### src/rtl/elevator_scheduler.sv
// elevator_scheduler: single-car SCAN scheduler that latches floor requests, picks travel
// direction, times floor-to-floor travel and door dwell, and pulses the serviced button clear.
//   CLK                in   system clock, rising edge
//   RESET              in   asynchronous active-low reset
//   FLOOR_REQUEST      in   button inputs, bit i = floor i
//   CURRENT_FLOOR      out  registered car position
//   HALTED             out  1 unless the car is moving
//   DOOR_OPEN          out  1 while the door dwells
//   MOVING_UP/DOWN     out  travel direction while moving
//   PENDING            out  registered pending-request set
//   CLEAR_FLOOR_BUTTON out  one-cycle one-hot pulse for the floor just serviced
module elevator_scheduler #(
    parameter int FLOORS        = 4,
    parameter int FLOOR_BITS    = 2,
    parameter int TRAVEL_CYCLES = 8,
    parameter int DOOR_CYCLES   = 4,
    parameter int TIMER_BITS    = 8
) (
    input  logic                  CLK,
    input  logic                  RESET,
    input  logic [FLOORS-1:0]     FLOOR_REQUEST,
    output logic [FLOOR_BITS-1:0] CURRENT_FLOOR,
    output logic                  HALTED,
    output logic                  DOOR_OPEN,
    output logic                  MOVING_UP,
    output logic                  MOVING_DOWN,
    output logic [FLOORS-1:0]     PENDING,
    output logic [FLOORS-1:0]     CLEAR_FLOOR_BUTTON
);
    typedef enum logic [1:0] {IDLE, MOVE, DOOR, CHECK} state_t;

    state_t                state_q, state_d;
    logic [FLOOR_BITS-1:0] floor_q, floor_d;
    logic                  dir_q, dir_d;
    logic [FLOORS-1:0]     pending_q, pending_d;
    logic [TIMER_BITS-1:0] timer_q, timer_d;
    logic [FLOORS-1:0]     clear_q;
    logic [FLOORS-1:0]     svc, floor_oh;
    logic                  above, below, here;

    always_comb begin
        above    = 1'b0;
        below    = 1'b0;
        for (int i = 0; i < FLOORS; i++) begin
            above |= pending_q[i] && (FLOOR_BITS'(i) > floor_q);
            below |= pending_q[i] && (FLOOR_BITS'(i) < floor_q);
        end
        here     = pending_q[floor_q];
        floor_oh = FLOORS'(1) << floor_q;
        state_d  = state_q;
        floor_d  = floor_q;
        dir_d    = dir_q;
        timer_d  = timer_q;
        svc      = '0;
        case (state_q)
            IDLE, CHECK: begin
                if (here) begin
                    state_d = DOOR;
                    svc     = floor_oh;
                    timer_d = TIMER_BITS'(DOOR_CYCLES - 1);
                end else if (dir_q ? above : below) begin
                    state_d = MOVE;
                    timer_d = TIMER_BITS'(TRAVEL_CYCLES - 1);
                end else if (dir_q ? below : above) begin
                    state_d = MOVE;
                    dir_d   = ~dir_q;
                    timer_d = TIMER_BITS'(TRAVEL_CYCLES - 1);
                end else begin
                    state_d = IDLE;
                end
            end
            MOVE: begin
                if (timer_q == '0) begin
                    floor_d = dir_q ? floor_q + FLOOR_BITS'(1) : floor_q - FLOOR_BITS'(1);
                    state_d = CHECK;
                end else begin
                    timer_d = timer_q - TIMER_BITS'(1);
                end
            end
            DOOR: begin
                // A press for the open floor is absorbed without restarting the dwell
                svc = FLOOR_REQUEST[floor_q] ? floor_oh : '0;
                if (timer_q == '0) begin
                    state_d = CHECK;
                end else begin
                    timer_d = timer_q - TIMER_BITS'(1);
                end
            end
            default: state_d = IDLE;
        endcase
        // Servicing a floor overrides a same-cycle request for it
        pending_d = (pending_q | FLOOR_REQUEST) & ~svc;
    end

    always_ff @(posedge CLK or negedge RESET) begin
        if (!RESET) begin
            state_q   <= IDLE;
            floor_q   <= '0;
            dir_q     <= 1'b1;
            pending_q <= '0;
            timer_q   <= '0;
            clear_q   <= '0;
        end else begin
            state_q   <= state_d;
            floor_q   <= floor_d;
            dir_q     <= dir_d;
            pending_q <= pending_d;
            timer_q   <= timer_d;
            clear_q   <= svc;
        end
    end

    assign CURRENT_FLOOR      = floor_q;
    assign HALTED             = state_q != MOVE;
    assign DOOR_OPEN          = state_q == DOOR;
    assign MOVING_UP          = (state_q == MOVE) && dir_q;
    assign MOVING_DOWN        = (state_q == MOVE) && !dir_q;
    assign PENDING            = pending_q;
    assign CLEAR_FLOOR_BUTTON = clear_q;
endmodule
### config.mk
export PLATFORM = sky130hd
export DESIGN_NAME = elevator_scheduler
export DESIGN_NICKNAME = d
export VERILOG_FILES = /design/src/rtl/elevator_scheduler.sv
export SDC_FILE = /design/constraint.sdc
export NUM_CORES = 1
export LEC_CHECK = 0
export BUFFER_PORTS_ARGS = -buffer_cell sky130_fd_sc_hd__buf_2
export CAP_MARGIN = 5
export CORE_MARGIN = 5
export CORE_UTILIZATION = 25
export CTS_BUF_LIST = sky130_fd_sc_hd__clkbuf_8
export DETAILED_ROUTE_END_ITERATION = 10
export GPL_TIMING_DRIVEN = 0
export PLACE_DENSITY = 0.4
export SETUP_SLACK_MARGIN = 0.05
export SYNTH_ARGS = -nofsm -noshare
export SYNTH_HDL_FRONTEND = slang
export SYNTH_SLANG_ARGS = --single-unit
### constraint.sdc
create_clock -name CLK -period 5.5 [get_ports CLK]
set_clock_uncertainty 0.05 [all_clocks]
set_input_delay 0.275 -clock CLK [delete_from_list [all_inputs] [get_ports CLK]]
set_output_delay 0.275 -clock CLK [all_outputs]
set_load 0.005 [all_outputs]
==> impl_results.html <==
<table>
<tr><th>Metric</th><th>Value</th></tr>
<tr><th colspan="2">Worst setup path</th></tr>
<tr><td>Endpoint type of the worst setup path</td><td>register</td></tr>
<tr><td>Signal arrival time at the worst endpoint</td><td>2.57 ns</td></tr>
<tr><td>Category of the worst setup path launch point</td><td>register</td></tr>
<tr><td>Depth of the most critical reg-to-reg path</td><td>5</td></tr>
<tr><td>R2r endpoint</td><td>PENDING[0]</td></tr>
<tr><td>Required time of the worst setup path</td><td>around 5.7 ns</td></tr>
<tr><td>Worst flop-to-flop path startpoint</td><td>CURRENT_FLOOR[1]</td></tr>
<tr><td>Critical Path Max Stage Delay</td><td>around 0.86 ns</td></tr>
<tr><td>Critical Path Slowest Stage Cell</td><td>sky130_fd_sc_hd__a311oi_1</td></tr>
<tr><td>Gate family responsible for the most delay along the worst path</td><td>compound AO/OA/AOI/OAI gates</td></tr>
<tr><td>Maximum fanout encountered on the critical timing path</td><td>8</td></tr>
<tr><td>Critical Path, Cell by Cell</td><td>clkbuf_1 -&gt; mux2i_1 -&gt; o22ai_1 -&gt; a311oi_1 -&gt; o32a_1</td></tr>
<tr><td>Buf/Inv on CP</td><td>1</td></tr>
<tr><td>Start-to-end type of the worst setup path</td><td>register to register</td></tr>
<tr><td>Worst reg2reg setup slack</td><td>between 3 and 4 ns</td></tr>
<tr><th colspan="2">Synthesis</th></tr>
<tr><td>Post-synthesis average cell area</td><td>around 10 µm²</td></tr>
<tr><td>Main flop type after synthesis</td><td>sky130_fd_sc_hd__dfrtp_1</td></tr>
<tr><td>Fraction of registers with async set or reset after synthesis</td><td>100.0%</td></tr>
<tr><td>Compound-gate portion of the synthesized area</td><td>between 10% and 20%</td></tr>
<tr><td>EDFF count, synth</td><td>0</td></tr>
<tr><td>Multiplexer fraction of the synthesized cell area</td><td>6.513%</td></tr>
<tr><td>Post-synthesis adder-cell area fraction</td><td>10.02%</td></tr>
<tr><td>#FFs+latches synth</td><td>21</td></tr>
<tr><td>Distinct cells, synth</td><td>38</td></tr>
<tr><td>Fraction of the yosys area taken by sequential cells</td><td>between 40% and 50%</td></tr>
<tr><td>Synthesized instance count</td><td>about 120</td></tr>
<tr><td>Post-synthesis cell area</td><td>roughly 0.0012 mm²</td></tr>
<tr><td>Count of yosys warnings during synthesis</td><td>0</td></tr>
<tr><td>Synthesized Nets</td><td>between 100 and 150</td></tr>
<tr><td>Simple logic cell fraction of the synthesized area</td><td>roughly 16%</td></tr>
<tr><td>Post-Synth XOR/XNOR Area</td><td>under 10%</td></tr>
<tr><td>Main combinational cell family by area after synthesis</td><td>compound AO/OA/AOI/OAI gates</td></tr>
<tr><th colspan="2">Status</th></tr>
<tr><td>Status</td><td>finished clean</td></tr>
<tr><th colspan="2">Clocking</th></tr>
<tr><td>H-tree Lvls</td><td>1</td></tr>
<tr><td>Clock buffers created by TritonCTS</td><td>3</td></tr>
<tr><td>CTS clk-pin slew, worst paths</td><td>~0.08 ns</td></tr>
<tr><td>Root buffer selected by CTS</td><td>sky130_fd_sc_hd__clkbuf_8</td></tr>
<tr><td>CTS Buffer Depth</td><td>2</td></tr>
<tr><td>CTS tree</td><td>done</td></tr>
<tr><td>Clock insertion delay at the later pin of the skew report</td><td>around 0.26 ns</td></tr>
<tr><td>Total clock sinks</td><td>21</td></tr>
<tr><th colspan="2">STA</th></tr>
<tr><td>Actual slew at the worst max-slew pin</td><td>1.052 ns</td></tr>
<tr><td>Finish-stage setup viols</td><td>0</td></tr>
<tr><td>RSZ-0062 raised after global routing</td><td>false</td></tr>
<tr><td>Final Hold Violating Endpoints</td><td>0</td></tr>
<tr><td>Pins Over Slew Limit</td><td>0</td></tr>
<tr><td>Maximum achievable frequency</td><td>between 400 and 500 MHz</td></tr>
<tr><td>Total negative slack</td><td>0 ns</td></tr>
<tr><td>Normalized max-slew margin</td><td>between 20% and 30%</td></tr>
<tr><td>Tcrit/Tclk final</td><td>between 40% and 50%</td></tr>
<tr><td>Worst slack on hold paths</td><td>between 0.2 and 0.25 ns</td></tr>
<tr><td>Final min period</td><td>about 2.4 ns</td></tr>
<tr><th colspan="2">GRT</th></tr>
<tr><td>Wire length of the first global-routing pass</td><td>about 5000 µm</td></tr>
<tr><td>Via count of the first global-routing pass</td><td>between 1,000 and 1,500</td></tr>
<tr><td>Maximum number of pins on one net before global-route repair</td><td>22</td></tr>
<tr><td>GRT Resource Usage Total</td><td>9.780%</td></tr>
<tr><td>Antenna violations before repair</td><td>0</td></tr>
<tr><td>Congestion Overflow GR</td><td>0</td></tr>
<tr><th colspan="2">Detailed routing</th></tr>
<tr><td>WL/cell</td><td>roughly 14 µm</td></tr>
<tr><td>Aggregate routed wire length</td><td>between 2000 and 3000 µm</td></tr>
<tr><td>Vias after detailed routing</td><td>between 900 and 1,000</td></tr>
<tr><td>Count of unresolved DRC violations after routing</td><td>0</td></tr>
<tr><td>Router iterations before antenna repair</td><td>4</td></tr>
<tr><td>Vias per inst</td><td>4.567</td></tr>
<tr><td>Post-route antenna net violation count</td><td>0</td></tr>
<tr><td>Iteration-0 DRC count of the detailed router</td><td>34</td></tr>
<tr><th colspan="2">Job</th></tr>
<tr><td>Max_cap viols</td><td>0</td></tr>
<tr><th colspan="2">Die</th></tr>
<tr><td>Die width</td><td>a little over 80 µm</td></tr>
<tr><td>Boundary Pins</td><td>20</td></tr>
<tr><td>Die Height</td><td>~80 µm</td></tr>
<tr><td>Effective utilization at floorplan</td><td>between 20% and 30%</td></tr>
<tr><td>Num rows</td><td>25</td></tr>
<tr><td>Total Die Area</td><td>0.006508 mm²</td></tr>
<tr><td>Core region area</td><td>roughly 0.0048 mm²</td></tr>
<tr><th colspan="2">Min path</th></tr>
<tr><td>Critical hold path startpoint</td><td>FLOOR_REQUEST[1]</td></tr>
<tr><td>Hold/Removal Path Class</td><td>primary input to register</td></tr>
<tr><td>Hold Path Stages</td><td>2</td></tr>
<tr><td>End of the worst hold path</td><td>PENDING[1]</td></tr>
<tr><th colspan="2">Layout</th></tr>
<tr><td>Area overhead of the layout relative to synthesis</td><td>18.74%</td></tr>
<tr><td>Antenna cell count</td><td>0</td></tr>
<tr><td>Number of nets in the layout</td><td>160</td></tr>
<tr><td>Fraction of layout cells with a size suffix above 1</td><td>between 20% and 30%</td></tr>
<tr><th colspan="2">Power</th></tr>
<tr><td>Cell leakage power</td><td>roughly 0.65 nW</td></tr>
<tr><td>Worst-case vdd ir drop</td><td>between 0.1 and 0.15 mV</td></tr>
<tr><td>Ratio of total power to cell area</td><td>510.2 mW/mm²</td></tr>
<tr><th colspan="2">Place</th></tr>
<tr><td>Input/output buffers</td><td>19</td></tr>
<tr><td>HPWL Detailed</td><td>2139 µm</td></tr>
<tr><td>Last weighted congestion value of the routability-driven placer</td><td>slightly below 0.8</td></tr>
</table>
## state kept, by name (all words and copies together), names as in the netlist
| register | count |
|---|---|
| CLEAR_FLOOR_BUTTON | 4 |
| CURRENT_FLOOR | 2 |
| PENDING | 4 |
| dir_q | 1 |
| state_q | 2 |
| timer_q | 8 |
## power breakdown
part / switching (mW) / leakage [nW] / total [mW] / internal, mW
clock: 0.0509 / 0.0269 / 0.101 / 0.0497
combinational: 0.210 / 0.366 / 0.384 / 0.174
sequential: 0.0627 / 0.256 / 0.272 / 0.209
total: 0.324 / 0.649 / 0.756 / 0.433
## worst max path at each step
stage / start / to / cells past startpoint / slack [ns]
2_1_floorplan: CURRENT_FLOOR[1] / timer_q[5] / 7 / 3.49
3_3_place_gp: CURRENT_FLOOR[1] / timer_q[5] / 7 / 3.10
3_5_place_dp: state_q[0] / PENDING[0] / 7 / 3.10
4_1_cts: state_q[0] / PENDING[0] / 7 / 3.07
5_1_grt: state_q[0] / PENDING[0] / 7 / 2.91
6_report: CURRENT_FLOOR[1] / PENDING[0] / 5 / 3.08
## cell usage after synthesis (2+ instances only)
cell / number / share of area [%]
sky130_fd_sc_hd__nor2b_1: 3 / 1.5
sky130_fd_sc_hd__mux2i_1: 7 / 5.6
sky130_fd_sc_hd__inv_1: 13 / 3.9
sky130_fd_sc_hd__ha_1: 10 / 10
sky130_fd_sc_hd__a221o_1: 2 / 1.6
sky130_fd_sc_hd__clkbuf_1: 3 / 0.90
sky130_fd_sc_hd__dfrtp_1: 20 / 40
sky130_fd_sc_hd__nor3_1: 5 / 2.0
sky130_fd_sc_hd__a21oi_1: 3 / 1.2
sky130_fd_sc_hd__o32a_1: 4 / 3.2
sky130_fd_sc_hd__nand2_1: 3 / 0.90
sky130_fd_sc_hd__and2_1: 2 / 1.0
sky130_fd_sc_hd__o22ai_1: 3 / 1.5
sky130_fd_sc_hd__xnor2_1: 3 / 2.1
sky130_fd_sc_hd__a21boi_0: 2 / 1.2
sky130_fd_sc_hd__nor2_1: 10 / 3.0
sky130_fd_sc_hd__nor4_1: 2 / 1.0
sky130_fd_sc_hd__o2bb2ai_1: 4 / 2.8
## metrics by stage
step | utilization [%] | power [mW] | setup slack (ns) | cell area, µm² | instances
2_1_floorplan | - | 0.5428 | 3.486 | 1249 | 119
3_3_place_gp | 29.83 | 0.6562 | 3.101 | 1428 | 205
3_5_place_dp | 29.83 | 0.6622 | 3.096 | 1428 | 205
4_1_cts | 30.98 | 0.7685 | 3.069 | 1483 | 210
5_1_grt | 30.98 | 0.8255 | 2.913 | 1483 | 210
6_report | 30.98 | 0.7565 | 3.077 | 1483 | 210
## routing by layer
metal  track usage [%]  share of wire [%]
met1             12.93                 50
met2             15.31                 46
met3             2.354                3.3
met4             3.716               0.87
met5                 0                  0
## cells by family after synthesis
logic type | count (synthesis)
AO/OA/AOI/OAI | 27
XOR/XNOR | 4
adder cells (fa/ha/maj) | 10
buffers and inverters | 16
flip-flops | 21
multiplexers | 8
AND/OR/NAND/NOR | 33
## cells in the final DEF (no fill, tap or decap), types with 2 or more instances in the layout
| master | count |
|---|---|
| sky130_fd_sc_hd__dfrtp_1 | 20 |
| sky130_fd_sc_hd__buf_2 | 19 |
| sky130_fd_sc_hd__inv_1 | 14 |
| sky130_fd_sc_hd__nor2_1 | 10 |
| sky130_fd_sc_hd__ha_1 | 10 |
| sky130_fd_sc_hd__mux2i_1 | 7 |
| sky130_fd_sc_hd__nor3_1 | 5 |
| sky130_fd_sc_hd__o32a_1 | 4 |
| sky130_fd_sc_hd__o2bb2ai_1 | 4 |
| sky130_fd_sc_hd__clkbuf_1 | 3 |
| sky130_fd_sc_hd__nand2_1 | 3 |
| sky130_fd_sc_hd__o22ai_1 | 3 |
| sky130_fd_sc_hd__nor2b_1 | 3 |
| sky130_fd_sc_hd__a21oi_1 | 3 |
| sky130_fd_sc_hd__xnor2_1 | 3 |
| sky130_fd_sc_hd__clkbuf_8 | 3 |
| sky130_fd_sc_hd__and2_1 | 2 |
| sky130_fd_sc_hd__a221o_1 | 2 |
| sky130_fd_sc_hd__a21boi_0 | 2 |
| sky130_fd_sc_hd__nor4_1 | 2 |
## worst register-to-register path: cells and delay by family (launching register included)
kind | cells | cell delay (ns)
compound gates | 3 | 1.23
flops | 1 | 0.43
buf+inv | 1 | 0.35
mux | 1 | 0.30
## timing repair
action / 4_1_cts / 5_1_grt
endpoints found under the hold margin: 20 / 0
hold buffers: 1 / 0
setup buffers: 0 / 0
gates resized for setup: 0 / 0
## layout make-up
| type | instances | area [µm²] |
|---|---|---|
| Clock inverter | 1 | 3.754 |
| Multi-Input combinational cell | 82 | 661.9 |
| Buffer | 3 | 11.26 |
| Timing Repair Buffer | 20 | 105.1 |
| Sequential cell | 21 | 526.8 |
| Fill cell | 498 | 3303 |
| Inverter | 13 | 48.80 |
| Tap cell | 67 | 83.83 |
| Clock buffer | 3 | 41.29 |
(Power assumes the default switching activity.)
